===== src/rtl/key_debounce_pkg.sv =====
// Shared definitions for the four-channel key debouncer:
// channel FSM encoding and 50 MHz default timing.
package key_debounce_pkg;

    typedef enum logic [1:0] {
        IDLE         = 2'd0,
        PRESS_WAIT   = 2'd1,
        HELD         = 2'd2,
        RELEASE_WAIT = 2'd3
    } key_state_e;

    localparam int unsigned DEF_DEBOUNCE_CYCLES = 1_000_000;
    localparam int unsigned DEF_LONG_CYCLES     = 50_000_000;
    localparam int unsigned DEF_REPEAT_CYCLES   = 10_000_000;

    // Bits needed to count 0 .. n-1.
    function automatic int unsigned cnt_w(input int unsigned n);
        return (n > 1) ? $clog2(n) : 1;
    endfunction

endpackage


===== src/rtl/key_debounce_ch.sv =====
// One key channel: 2-flop synchronizer, debounce FSM,
// long-press and auto-repeat counters.
module key_debounce_ch
    import key_debounce_pkg::*;
#(
    parameter int unsigned DEBOUNCE_CYCLES = DEF_DEBOUNCE_CYCLES,
    parameter int unsigned LONG_CYCLES     = DEF_LONG_CYCLES,
    parameter int unsigned REPEAT_CYCLES   = DEF_REPEAT_CYCLES
) (
    input  logic clk,
    input  logic rst,
    input  logic key_raw,
    output logic level,
    output logic press,
    output logic rel,
    output logic long_hit,
    output logic rpt
);

    localparam int unsigned DW = cnt_w(DEBOUNCE_CYCLES);
    localparam int unsigned LW = cnt_w(LONG_CYCLES);
    localparam int unsigned RW = cnt_w(REPEAT_CYCLES);

    localparam logic [DW-1:0] D_LAST = DW'(DEBOUNCE_CYCLES - 1);
    localparam logic [LW-1:0] L_LAST = LW'(LONG_CYCLES - 1);
    localparam logic [RW-1:0] R_LAST = RW'(REPEAT_CYCLES - 1);

    logic            sync_a;
    logic            sync_b;
    logic            hit;
    key_state_e      state;
    key_state_e      state_d;
    logic [DW-1:0]   cnt;
    logic [DW-1:0]   cnt_d;
    logic [LW-1:0]   hold;
    logic [LW-1:0]   hold_d;
    logic [RW-1:0]   rcnt;
    logic [RW-1:0]   rcnt_d;
    logic            long_done;
    logic            long_done_d;
    logic            level_d;
    logic            press_d;
    logic            rel_d;
    logic            long_d;
    logic            rpt_d;
    logic            holding;

    assign hit = ~sync_b;

    always_comb begin
        state_d     = state;
        cnt_d       = cnt;
        hold_d      = hold;
        rcnt_d      = rcnt;
        long_done_d = long_done;
        level_d     = level;
        press_d     = 1'b0;
        rel_d       = 1'b0;
        long_d      = 1'b0;
        rpt_d       = 1'b0;

        unique case (state)
            IDLE: begin
                if (hit) begin
                    state_d = PRESS_WAIT;
                    cnt_d   = '0;
                end
            end
            PRESS_WAIT: begin
                if (!hit) begin
                    state_d = IDLE;
                end else if (cnt == D_LAST) begin
                    state_d     = HELD;
                    level_d     = 1'b1;
                    press_d     = 1'b1;
                    cnt_d       = '0;
                    hold_d      = '0;
                    rcnt_d      = '0;
                    long_done_d = 1'b0;
                end else begin
                    cnt_d = cnt + 1'b1;
                end
            end
            HELD: begin
                if (!hit) begin
                    state_d = RELEASE_WAIT;
                    cnt_d   = '0;
                end
            end
            RELEASE_WAIT: begin
                if (hit) begin
                    state_d = HELD;
                end else if (cnt == D_LAST) begin
                    state_d     = IDLE;
                    level_d     = 1'b0;
                    rel_d       = 1'b1;
                    cnt_d       = '0;
                    hold_d      = '0;
                    rcnt_d      = '0;
                    long_done_d = 1'b0;
                end else begin
                    cnt_d = cnt + 1'b1;
                end
            end
            default: state_d = IDLE;
        endcase

        // Hold timing runs through release bounce, stops once release is accepted.
        holding = (state == HELD || state == RELEASE_WAIT)
                  && (state_d != IDLE);

        if (holding) begin
            if (!long_done) begin
                if (hold == L_LAST) begin
                    long_d      = 1'b1;
                    long_done_d = 1'b1;
                    rcnt_d      = '0;
                end else begin
                    hold_d = hold + 1'b1;
                end
            end else if (rcnt == R_LAST) begin
                rpt_d  = 1'b1;
                rcnt_d = '0;
            end else begin
                rcnt_d = rcnt + 1'b1;
            end
        end
    end

    always_ff @(posedge clk) begin
        if (!rst) begin
            sync_a    <= 1'b1;
            sync_b    <= 1'b1;
            state     <= IDLE;
            cnt       <= '0;
            hold      <= '0;
            rcnt      <= '0;
            long_done <= 1'b0;
            level     <= 1'b0;
            press     <= 1'b0;
            rel       <= 1'b0;
            long_hit  <= 1'b0;
            rpt       <= 1'b0;
        end else begin
            sync_a    <= key_raw;
            sync_b    <= sync_a;
            state     <= state_d;
            cnt       <= cnt_d;
            hold      <= hold_d;
            rcnt      <= rcnt_d;
            long_done <= long_done_d;
            level     <= level_d;
            press     <= press_d;
            rel       <= rel_d;
            long_hit  <= long_d;
            rpt       <= rpt_d;
        end
    end

endmodule


===== src/rtl/key_debounce.sv =====
// Four independent debounced keys with press/release,
// long-press and auto-repeat pulses.
module key_debounce
    import key_debounce_pkg::*;
#(
    parameter int unsigned DEBOUNCE_CYCLES = DEF_DEBOUNCE_CYCLES,
    parameter int unsigned LONG_CYCLES     = DEF_LONG_CYCLES,
    parameter int unsigned REPEAT_CYCLES   = DEF_REPEAT_CYCLES
) (
    input  logic       clk,
    input  logic       rst,
    input  logic [3:0] key_in,
    output logic [3:0] key_level,
    output logic [3:0] key_press,
    output logic [3:0] key_release,
    output logic [3:0] key_long,
    output logic [3:0] key_repeat
);

    for (genvar i = 0; i < 4; i++) begin : g_ch
        key_debounce_ch #(
            .DEBOUNCE_CYCLES (DEBOUNCE_CYCLES),
            .LONG_CYCLES     (LONG_CYCLES),
            .REPEAT_CYCLES   (REPEAT_CYCLES)
        ) u_ch (
            .clk      (clk),
            .rst      (rst),
            .key_raw  (key_in[i]),
            .level    (key_level[i]),
            .press    (key_press[i]),
            .rel      (key_release[i]),
            .long_hit (key_long[i]),
            .rpt      (key_repeat[i])
        );
    end

endmodule


===== config.mk =====
export PLATFORM = sky130hd
export DESIGN_NAME = key_debounce
export DESIGN_NICKNAME = d
export VERILOG_FILES = /design/src/rtl/key_debounce_pkg.sv /design/src/rtl/key_debounce_ch.sv /design/src/rtl/key_debounce.sv
export SDC_FILE = /design/constraint.sdc
export NUM_CORES = 1
export LEC_CHECK = 0
export ABC_CLOCK_PERIOD_IN_PS = 3900
export CAP_MARGIN = 10
export CORE_ASPECT_RATIO = 0.7
export CORE_MARGIN = 8
export CORE_UTILIZATION = 50
export DETAILED_ROUTE_END_ITERATION = 16
export GPL_TIMING_DRIVEN = 0
export PLACE_DENSITY = 0.66
export SETUP_SLACK_MARGIN = 0.2
export SYNTH_ARGS = -nofsm -noshare
export SYNTH_HDL_FRONTEND = slang
export SYNTH_HIERARCHICAL = 1
export SYNTH_SLANG_ARGS = --single-unit

===== constraint.sdc =====
create_clock -name clk -period 3.9 [get_ports clk]
set_input_delay 0.585 -clock clk [delete_from_list [all_inputs] [get_ports clk]]
set_output_delay 0.585 -clock clk [all_outputs]
set_load 0.01 [all_outputs]

==> flow_summary_export.csv <==
group,metric,value,unit
global_route,antenna_found_initial,0,
cts,clock-sinks,320,
drt,drt_wl_total,44800,um
flow_run,cap_viol_max_count,0,
synthesis,synth_top_area_share,0.378,
drt,dr_wl_met2,18600,um
synthesis,synth_fp_nets,2094,
synthesis,synth_fa_ha_area_frac,0.00886,
cts,clkTransAtPathRegs,0.06,ns
critical_path,rr_endpoint,"g_ch[2].u_ch/hold[7]",
synthesis,postSynthCellCount,2076,
global_route,grt_pass1_vias,14800,
drt,ant_nets,0,
timing,fmax,294,MHz
cts,clockBufferDepth,3,
cts,insertion_delay,0.52,ns
synthesis,synth_compound_area_frac,0.160,
cts,cts_setup_buffers,0,
floorplanning,die_area,0.0401,mm2
cells_and_area,stdcell_count,2597,
global_route,grt_start_max_net_pins,15,
cells_and_area,register_area,0.00641,mm2
floorplanning,coreArea,0.0334,mm2
cts,hold_buffers,0,
place,hpwlAfterDp,31100,um
drt,topRoutingLayerUsed,"met4",
global_route,grt_overflow,0,
pwr,peakVddDrop,263,uV
synthesis,async_reset_ff_frac,0,
status,run_status,"complete, no violations",
synthesis,synth_top_family_by_area,"simple AND/OR/NAND/NOR gates",
cells_and_area,final_nets,2157,
drt,wl_met1,22300,um
min_path,hp-start,"g_ch[2].u_ch/sync_a",
critical_path,crit_fanout,12,
place,placed_cells,2537,
drt,vias_per_cell,6.26,
synthesis,synth_edf_count,0,
timing,hold_viol,0,
floorplanning,fp.dieW,236,um
synthesis,synthSimpleGateAreaFrac,0.331,
timing,min_period_over_period,0.873,
critical_path,cp.required,4.32,ns
timing,report.final.setup_viol,0,
synthesis,ys_ff_latch,320,
timing,rsz0062_at_grt,"false",
timing,min_period,3.40,ns
drt,dr_wl_met3,3200,um
critical_path,rrSetupSlack,0.85,ns
synthesis,syn_area_per_cell,8.16,um2
cells_and_area,multi_input_area,0.00957,mm2
timing,fin_tns_setup,0,ns
global_route,grt_usage,0.216,
cts,h-tree-depth,2,
cells_and_area,final_layout_size_suffix_gt1_frac,0.0634,
cells_and_area,layout_common_cells,"320 x dfxtp_1, 188 x nand2_1, 165 x nor2_1, 163 x nand3_1, 119 x inv_1",
critical_path,timing.rr.start,"g_ch[2].u_ch/hold[8]",
synthesis,synth_seq_area_share,0.378,
pwr,power_leakage,5.80,nW
synthesis,synthTopCellsByArea,"dfxtp_1 38%, nand3_1 4.8%, nand2_1 4.2%",
cts,cts_tree,"yes",
floorplanning,initial_utilization,0.507,
critical_path,cp-endpoint,"g_ch[0].u_ch/hold[3]",
cells_and_area,final_util,0.567,
synthesis,synthFlopType,"dfxtp_1",
drt,first_pass_iters,6,
cells_and_area,layout_commonest_cell,"dfxtp_1",
cells_and_area,area_delta_synth_final,11.8,%
floorplanning,row_count,56,
cts,numCtsBuffers,35,
floorplanning,ios,26,
synthesis,synth-xor-area-share,0.0454,
place,place_congestion,0.929,
timing,drv_slew,0,
cts,ctsRootBufferMaster,"clkbuf_16",
critical_path,crit_path_start,"rst",
cts,postCtsResizedCells,0,
place,io_buffers,25,
critical_path,ff2ff_path_depth,6,
critical_path,start_kind,"primary input",
cells_and_area,diodes,0,
cells_and_area,num-fill-cells,3066,
drt,drc_errors,0,
drt,wl_per_cell,17.3,um
synthesis,synth_cell_types,85,
pwr,power_density,362,mW/mm2
critical_path,cp-end-kind,"register",
drt,drtIter0Drc,1566,
synthesis,yosys.area.top_type,"dfxtp_1",
critical_path,worstPathArrival,3.82,ns
drt,vias,16200,
floorplanning,fp.dieH,170,um
timing,max_slew_margin,0.208,
critical_path,critPathKind,"primary input to register",
synthesis,synthesis.area,0.0169,mm2
timing,fin_skew,0.0163,ns
pwr,p_total,6.85,mW
synthesis,synthMuxAreaShare,0.0183,
global_route,grt_pass1_wl,74600,um
synthesis,yosys_warnings,6,
timing,tightestPinTransition,1.18,ns
min_path,hp-class,"register to register",
==> metal layers <==
layer	GRT usage	up-vias
li1	-	7907
met1	0.319	7717
met2	0.320	553
met3	0.0378	69
met4	0.0564	0
met5	0	-
==> critical path: stages <==
cell and delay, ns:
clkdlybuf4s50_1 1.09, buf_2 0.40, inv_1 0.08, clkbuf_1 0.27, a21oi_1 0.56, clkbuf_1 0.55
o211ai_1 0.18, o41ai_1 0.09
==> cell type report <==
type | count | share of cell area
clock buffer | 51 | 0.0559
timing repair buffer | 26 | 0.0135
buffer | 107 | 0.0281
clock inverter | 9 | 0.00667
inverter | 120 | 0.0238
multi-input combinational | 1529 | 0.505
tap | 435 | 0.0287
sequential | 320 | 0.338
==> cells by family after synthesis <==
logic type,after synthesis
AND/OR/NAND/NOR,1025
multiplexers,31
flip-flops,320
XOR/XNOR,87
adder cells (fa/ha/maj),12
AO/OA/AOI/OAI,374
buffers and inverters,227
==> sequential cells by signal (all words and copies together), names as in the netlist <==
signal / count
g_ch.u_ch/press: 4
g_ch.u_ch/long_done: 4
g_ch.u_ch/hold: 104
g_ch.u_ch/sync_a: 4
g_ch.u_ch/long_hit: 4
g_ch.u_ch/cnt: 80
g_ch.u_ch/rpt: 4
g_ch.u_ch/rel: 4
g_ch.u_ch/rcnt: 96
g_ch.u_ch/sync_b: 4
g_ch.u_ch/state: 8
g_ch.u_ch/level: 4
==> how the worst min path moves through the flow <==
stage                                to  slack (ns)  depth (start not counted)
floorplan           g_ch[0].u_ch/sync_b        0.39                          1
global placement    g_ch[2].u_ch/sync_b        0.40                          1
detailed placement  g_ch[2].u_ch/sync_b        0.39                          1
CTS                 g_ch[2].u_ch/sync_b        0.41                          1
global route        g_ch[2].u_ch/sync_b        0.42                          1
finish              g_ch[2].u_ch/sync_b        0.41                          1
==> power breakdown <==
part / switching [mW] / total [mW] / internal [mW]
sequential: 0.00774 / 3.28 / 3.28
combinational: 0.106 / 0.145 / 0.0386
clock: 1.35 / 3.43 / 2.08
==> cells in the mapped netlist, types with 8 or more instances <==
library cell	n
o211ai_1	18
nand3_1	163
or4_1	33
o21ai_0	71
o311ai_0	11
buf_4	8
o41ai_1	13
and2_1	19
nor2_1	165
xnor2_1	65
buf_2	25
or3_1	44
and4b_1	11
o21ai_1	10
xor2_1	21
dfxtp_1	320
nor3_1	62
inv_1	119
o31ai_1	19
nand2b_1	35
a31oi_1	25
nand4b_1	15
mux2i_1	31
nor4b_1	15
buf_6	9
o22ai_1	9
nand4_1	112
and4_1	30
and3_1	32
ha_1	12
a21oi_1	64
a21o_1	13
o221ai_1	61
nor4_1	57
clkbuf_1	62
o2111ai_1	8
nand2_1	188
==> metrics by stage <==
step | instance area, um2 | worst slack [ns] | hold WS, ns
after CTS | 18900 | 0.542 | 0.409
after detailed placement | 17700 | -0.0348 | 0.395
after global routing | 18900 | 0.314 | 0.417
after global placement | 17700 | 0.0438 | 0.396
after floorplan | 16900 | 1.37 | 0.386
final | 18900 | 0.495 | 0.408
(Power assumes the default switching activity.)
